## config.mk

```make
export PLATFORM = sky130hd
export DESIGN_NAME = psum_accumulator
export DESIGN_NICKNAME = d
export VERILOG_FILES = /design/src/rtl/psum_accumulator.sv
export SDC_FILE = /design/constraint.sdc
export NUM_CORES = 1
export LEC_CHECK = 0
export ABC_AREA = 1
export CAP_MARGIN = 20
export CELL_PAD_IN_SITES_DETAIL_PLACEMENT = 1
export CELL_PAD_IN_SITES_GLOBAL_PLACEMENT = 2
export CORE_MARGIN = 2
export CORE_UTILIZATION = 30
export DETAILED_ROUTE_END_ITERATION = 8
export PLACE_DENSITY_LB_ADDON = 0.05
export SYNTH_ARGS = -nofsm -noshare
export SYNTH_HDL_FRONTEND = slang
export SYNTH_SLANG_ARGS = --single-unit
```

## constraint.sdc

```tcl
create_clock -name clk -period 4.97 [get_ports clk]
set_input_delay 0.994 -clock clk [delete_from_list [all_inputs] [get_ports clk]]
set_output_delay 0.994 -clock clk [all_outputs]
set_load 0.01 [all_outputs]
```

## src/rtl/psum_accumulator.sv

```systemverilog
// psum_accumulator
//
// Lane-wise partial-sum accumulator placed directly after the
// hybrid-precision multiplier in the PE datapath. A start pulse latches
// the accumulation length and the ifmap quantization size. Products are
// then taken one per cycle over a valid/ready handshake. The finished
// packed partial sum is offered over a second valid/ready handshake.
//
// Lane layout by quantization size:
//   8 -> one lane of PSUM_BITS bits
//   4 -> two lanes of PSUM_BITS/2 bits
//   2 -> four lanes of PSUM_BITS/4 bits
// Each lane wraps independently, so no carry crosses a lane boundary.
// Any other size adds nothing, which leaves the cleared accumulator at 0.
//
// Ports:
//   clk        : clock; all state updates on its rising edge
//   rst        : synchronous active-high reset
//   start      : begin an accumulation (honoured only when idle)
//   acc_len    : number of products to accumulate, sampled with start
//   quant_size : ifmap quantization size (2, 4 or 8), sampled with start
//   in_valid   : product is present on product
//   in_ready   : accumulator accepts a product this cycle
//   product    : packed product from the multiplier
//   out_valid  : psum holds a finished result
//   out_ready  : consumer takes psum this cycle
//   psum       : packed accumulated partial sum
//   busy       : block is not idle

module psum_accumulator #(
    parameter int PSUM_BITS = 24,
    parameter int LEN_BITS  = 8
) (
    input  logic                 clk,
    input  logic                 rst,
    input  logic                 start,
    input  logic [LEN_BITS-1:0]  acc_len,
    input  logic [3:0]           quant_size,
    input  logic                 in_valid,
    output logic                 in_ready,
    input  logic [PSUM_BITS-1:0] product,
    output logic                 out_valid,
    input  logic                 out_ready,
    output logic [PSUM_BITS-1:0] psum,
    output logic                 busy
);

    localparam int HALF    = PSUM_BITS / 2;
    localparam int QUARTER = PSUM_BITS / 4;

    localparam logic [1:0] IDLE = 2'd0;
    localparam logic [1:0] ACC  = 2'd1;
    localparam logic [1:0] DONE = 2'd2;

    logic [1:0]           state;
    logic [PSUM_BITS-1:0] acc;
    logic [LEN_BITS-1:0]  count;
    logic [LEN_BITS-1:0]  len_q;
    logic [3:0]           quant_q;

    logic [PSUM_BITS-1:0] sum_q8;
    logic [PSUM_BITS-1:0] sum_q4;
    logic [PSUM_BITS-1:0] sum_q2;
    logic [PSUM_BITS-1:0] acc_next;
    logic                 last_product;

    // Lane sums for every quantization size are built side by side; each
    // addition is sized to its lane so the carry out of a lane is dropped.
    always_comb begin
        sum_q8 = acc + product;
        sum_q4 = {acc[PSUM_BITS-1:HALF] + product[PSUM_BITS-1:HALF],
                  acc[HALF-1:0] + product[HALF-1:0]};
        sum_q2 = '0;
        for (int k = 0; k < 4; k++) begin
            sum_q2[k*QUARTER +: QUARTER] = acc[k*QUARTER +: QUARTER]
                                         + product[k*QUARTER +: QUARTER];
        end
        case (quant_q)
            4'd8:    acc_next = sum_q8;
            4'd4:    acc_next = sum_q4;
            4'd2:    acc_next = sum_q2;
            default: acc_next = acc;
        endcase
    end

    // The accepted product is the final one when the running count has
    // reached acc_len-1; written as count+1 to avoid an underflowing
    // subtraction on the latched length.
    assign last_product = ((count + 1'b1) == len_q);

    // Control and datapath state. The accumulator and counter are cleared
    // on start so a run never inherits the previous result.
    always_ff @(posedge clk) begin
        if (rst) begin
            state   <= IDLE;
            acc     <= '0;
            count   <= '0;
            len_q   <= '0;
            quant_q <= '0;
        end else begin
            case (state)
                IDLE: begin
                    if (start) begin
                        len_q   <= acc_len;
                        quant_q <= quant_size;
                        acc     <= '0;
                        count   <= '0;
                        state   <= (acc_len == '0) ? DONE : ACC;
                    end
                end
                ACC: begin
                    if (in_valid) begin
                        acc   <= acc_next;
                        count <= count + 1'b1;
                        if (last_product) begin
                            state <= DONE;
                        end
                    end
                end
                DONE: begin
                    if (out_ready) begin
                        state <= IDLE;
                    end
                end
                default: begin
                    state <= IDLE;
                end
            endcase
        end
    end

    // Handshake outputs decode only registered state, so neither in_valid
    // nor out_ready reaches in_ready/out_valid combinationally.
    assign in_ready  = (state == ACC);
    assign out_valid = (state == DONE);
    assign busy      = (state != IDLE);
    assign psum      = acc;

endmodule

```

==> results.py <==
metrics = {
    "final_layout": {
        "synthToLayoutAreaGrowth_pct": 22.9,
        "nets": 858,
        "drive_above_1_share": 0.0583,
        "final_cell_mix": "nand2_1, inv_1, a21oi_1, clkdlybuf4s50_1, nand3_1",
        "diodes": 0,
        "fill_cells": 1915,
        "final_cell_area_um2": 5180,
        "multi_input_area_um2": 2760,
        "final_common_cell": "nand2_1",
        "regArea_um2": 921,
    },
    "outcome": {
        "status": "finished, final reports clean",
    },
    "power": {
        "peakVddDrop_mv": 0.178,
        "power.density_nw_per_um2": 335,
        "power_mw": 1.74,
        "leakage_nw": 2.48,
    },
    "worst_setup_path": {
        "timing.critical_path.buf_inv": 3,
        "cp_cell_sequence": "clkdlybuf4s50_1, ha_1, inv_1, fa_1, inv_1, nand3_1, nand3_1, a21oi_1, nand2_1, nand3_1, a21oi_1, nand2_1, a21oi_1",
        "critPathKind": "primary input to register",
        "rr_startpoint": "quant_q[3]",
        "cp_data_arrival_time_ns": 3.15,
        "end_kind": "register",
        "reg2reg_slack_ns": 2.38,
        "rr_worst_depth": 9,
        "crit_family": "buffers and inverters",
        "required_ns": 5.21,
        "start_kind": "primary input",
        "crit_fanout": 4,
        "r2r-end": "psum[17]",
        "max_stage_delay_ns": 0.50,
        "crit_slowest_cell": "clkdlybuf4s50_1",
    },
    "die": {
        "dieArea_um2": 15000,
        "fp-row-count": 43,
        "die_x_um": 123,
        "io_pins": 68,
        "coreArea_um2": 13800,
        "initial_core_util": 0.306,
        "die_h_um": 123,
    },
    "routing": {
        "routed_via_density": 4.82,
        "routed-wl-met3_um": 431,
        "wl_met2_um": 7270,
        "vias": 4675,
        "wirelength_um": 14700,
        "highest_layer": "met4",
        "drtIter0Drc": 161,
        "ant_nets": 0,
        "avgRoutedWirePerCell_um": 15.1,
        "drc_errors": 0,
        "drtPass1Iterations": 4,
        "wl_met1_um": 6830,
    },
    "placed_design": {
        "place_congestion": 0.827,
        "dp_hpwl_um": 11900,
        "io_buffers": 67,
        "dpl-instance-area_um2": 5040,
    },
    "cts": {
        "clock_latency_ns": 0.30,
        "ctsHoldBuffers": 0,
        "cts_max_level": 2,
        "cts_setup_buffers": 0,
        "cts_buffer_depth": 2,
        "path_clk_slew_ns": 0.08,
        "ctsRootBufferMaster": "clkbuf_16",
        "clkSinkCount": 46,
        "cts_tree": "built",
        "cts_buffers": 5,
        "cts_resized": 0,
    },
    "sta": {
        "hold_viol": 0,
        "rsz0062_at_grt": "false",
        "period_share": 0.586,
        "whs_ns": 0.479,
        "tns_ns": 0,
        "period_needed_ns": 2.91,
        "drv_slew": 0,
        "max-slew-margin-rel": 0.517,
        "worstMarginPinSlew_ns": 0.721,
        "finClkSkew_ns": 0.00745,
        "setup_viol": 0,
        "max_freq_mhz": 343,
    },
    "synthesis": {
        "yosysUniqueCellTypes": 39,
        "synth_seq_cells": 46,
        "synth_warnings": 0,
        "syn-num-nets": 796,
        "synth_cells": 727,
        "ys_seq_area_frac": 0.219,
        "syn_area_per_cell_um2": 5.79,
        "synth_area_um2": 4210,
    },
    "grt": {
        "gr-total-overflow": 0,
        "track_usage": 0.204,
        "grt_max_degree": 29,
        "antenna_found_initial": 0,
        "grt_pass1_wl_um": 23700,
        "grt_pass1_vias": 4693,
    },
    "worst_hold_path": {
        "hold_end": "len_q[7]",
        "hp-start": "len_q[7]",
        "hp-class": "register to register",
        "hold_depth": 2,
    },
    "job": {
        "cap_viol_max_count": 0,
    },
}
worst min-delay path, stage by stage (launching register included):
cell and delay (ns):
dfxtp_1 0.31, inv_1 0.07, a21oi_1 0.06
kinds of logic (layout without fill, tap and decap cells):
family | Yosys count | after routing | share of synthesized area
adder cells (fa/ha/maj) | 28 | 28 | 0.0903
buffers and inverters | 135 | 197 | 0.127
XOR/XNOR | 4 | 4 | 0.00832
AND/OR/NAND/NOR | 401 | 401 | 0.414
flip-flops | 46 | 46 | 0.219
AO/OA/AOI/OAI | 113 | 113 | 0.142
sequential cells by signal, indices dropped and copies added, names as in the netlist:
name	cells
count	8
len_q	8
psum	24
quant_q	4
state	2
metrics by stage:
step	instances	worst slack, ns	util
2_1_floorplan	727	2.43	-
3_3_place_gp	962	1.78	0.366
3_5_place_dp	962	1.75	0.366
4_1_cts	969	2.07	0.376
5_1_grt	969	1.84	0.376
6_report	969	2.06	0.376
how the worst max path moves through the flow:
stage / end / slack [ns] / cells past startpoint / startpoint
5_1_grt: psum[15] / 1.84 / 12 / product[5]
6_report: psum[20] / 2.06 / 13 / product[12]
2_1_floorplan: psum[8] / 2.43 / 12 / product[0]
3_3_place_gp: psum[15] / 1.78 / 12 / product[6]
4_1_cts: psum[8] / 2.07 / 13 / product[0]
3_5_place_dp: psum[8] / 1.75 / 13 / product[0]
area by class of cell:
class	instances	area share
Inverter	122	0.0884
Tap cell	180	0.0435
Clock inverter	2	0.00290
Timing Repair Buffer	68	0.131
Clock buffer	5	0.0242
Multi-Input combinational cell	546	0.532
Sequential cell	46	0.178
Yosys cell counts:
library cell	instances	area share
inv_1	111	0.099
xnor2_1	2	0.0042
o211ai_1	3	0.0053
clkinv_1	1	0.00089
nand3_2	3	0.0071
a21oi_1	68	0.081
nor3b_1	1	0.0018
nor3_2	1	0.0024
nor2_2	11	0.016
buf_4	1	0.0018
or2_1	1	0.0015
o21bai_1	1	0.0018
nor3_1	3	0.0036
nand2_1	244	0.22
a21oi_2	2	0.0042
nor2_1	52	0.046
nand4_1	10	0.015
clkbuf_2	1	0.0012
inv_2	10	0.0089
o21ai_1	2	0.0024
o21ai_0	34	0.040
o21ai_4	1	0.0039
ha_1	24	0.071
nand4_2	2	0.0059
xor2_1	2	0.0042
nand3b_1	4	0.0071
nor4_1	2	0.0030
a31oi_1	1	0.0015
fa_1	4	0.019
o22ai_1	1	0.0015
clkbuf_1	6	0.0053
buf_2	2	0.0024
nand2_2	5	0.0074
nor2_8	1	0.0048
nor2_4	1	0.0027
buf_6	3	0.0080
nand3_1	59	0.070
dfxtp_1	46	0.22
or2_2	1	0.0015
power breakdown:
part / switching [mW] / leakage [nW] / internal [mW]
combinational: 0.580 / 2.04 / 0.314
sequential: 0.0531 / 0.375 / 0.431
clock: 0.175 / 0.0619 / 0.185
routing by layer:
layer  global-route usage  up-vias
li1                     -     2433
met5                    0        -
met2                0.364       55
met3               0.0335       10
met1                0.257     2177
met4               0.0431        0
No activity file was read; power rests on OpenSTA's default activity.
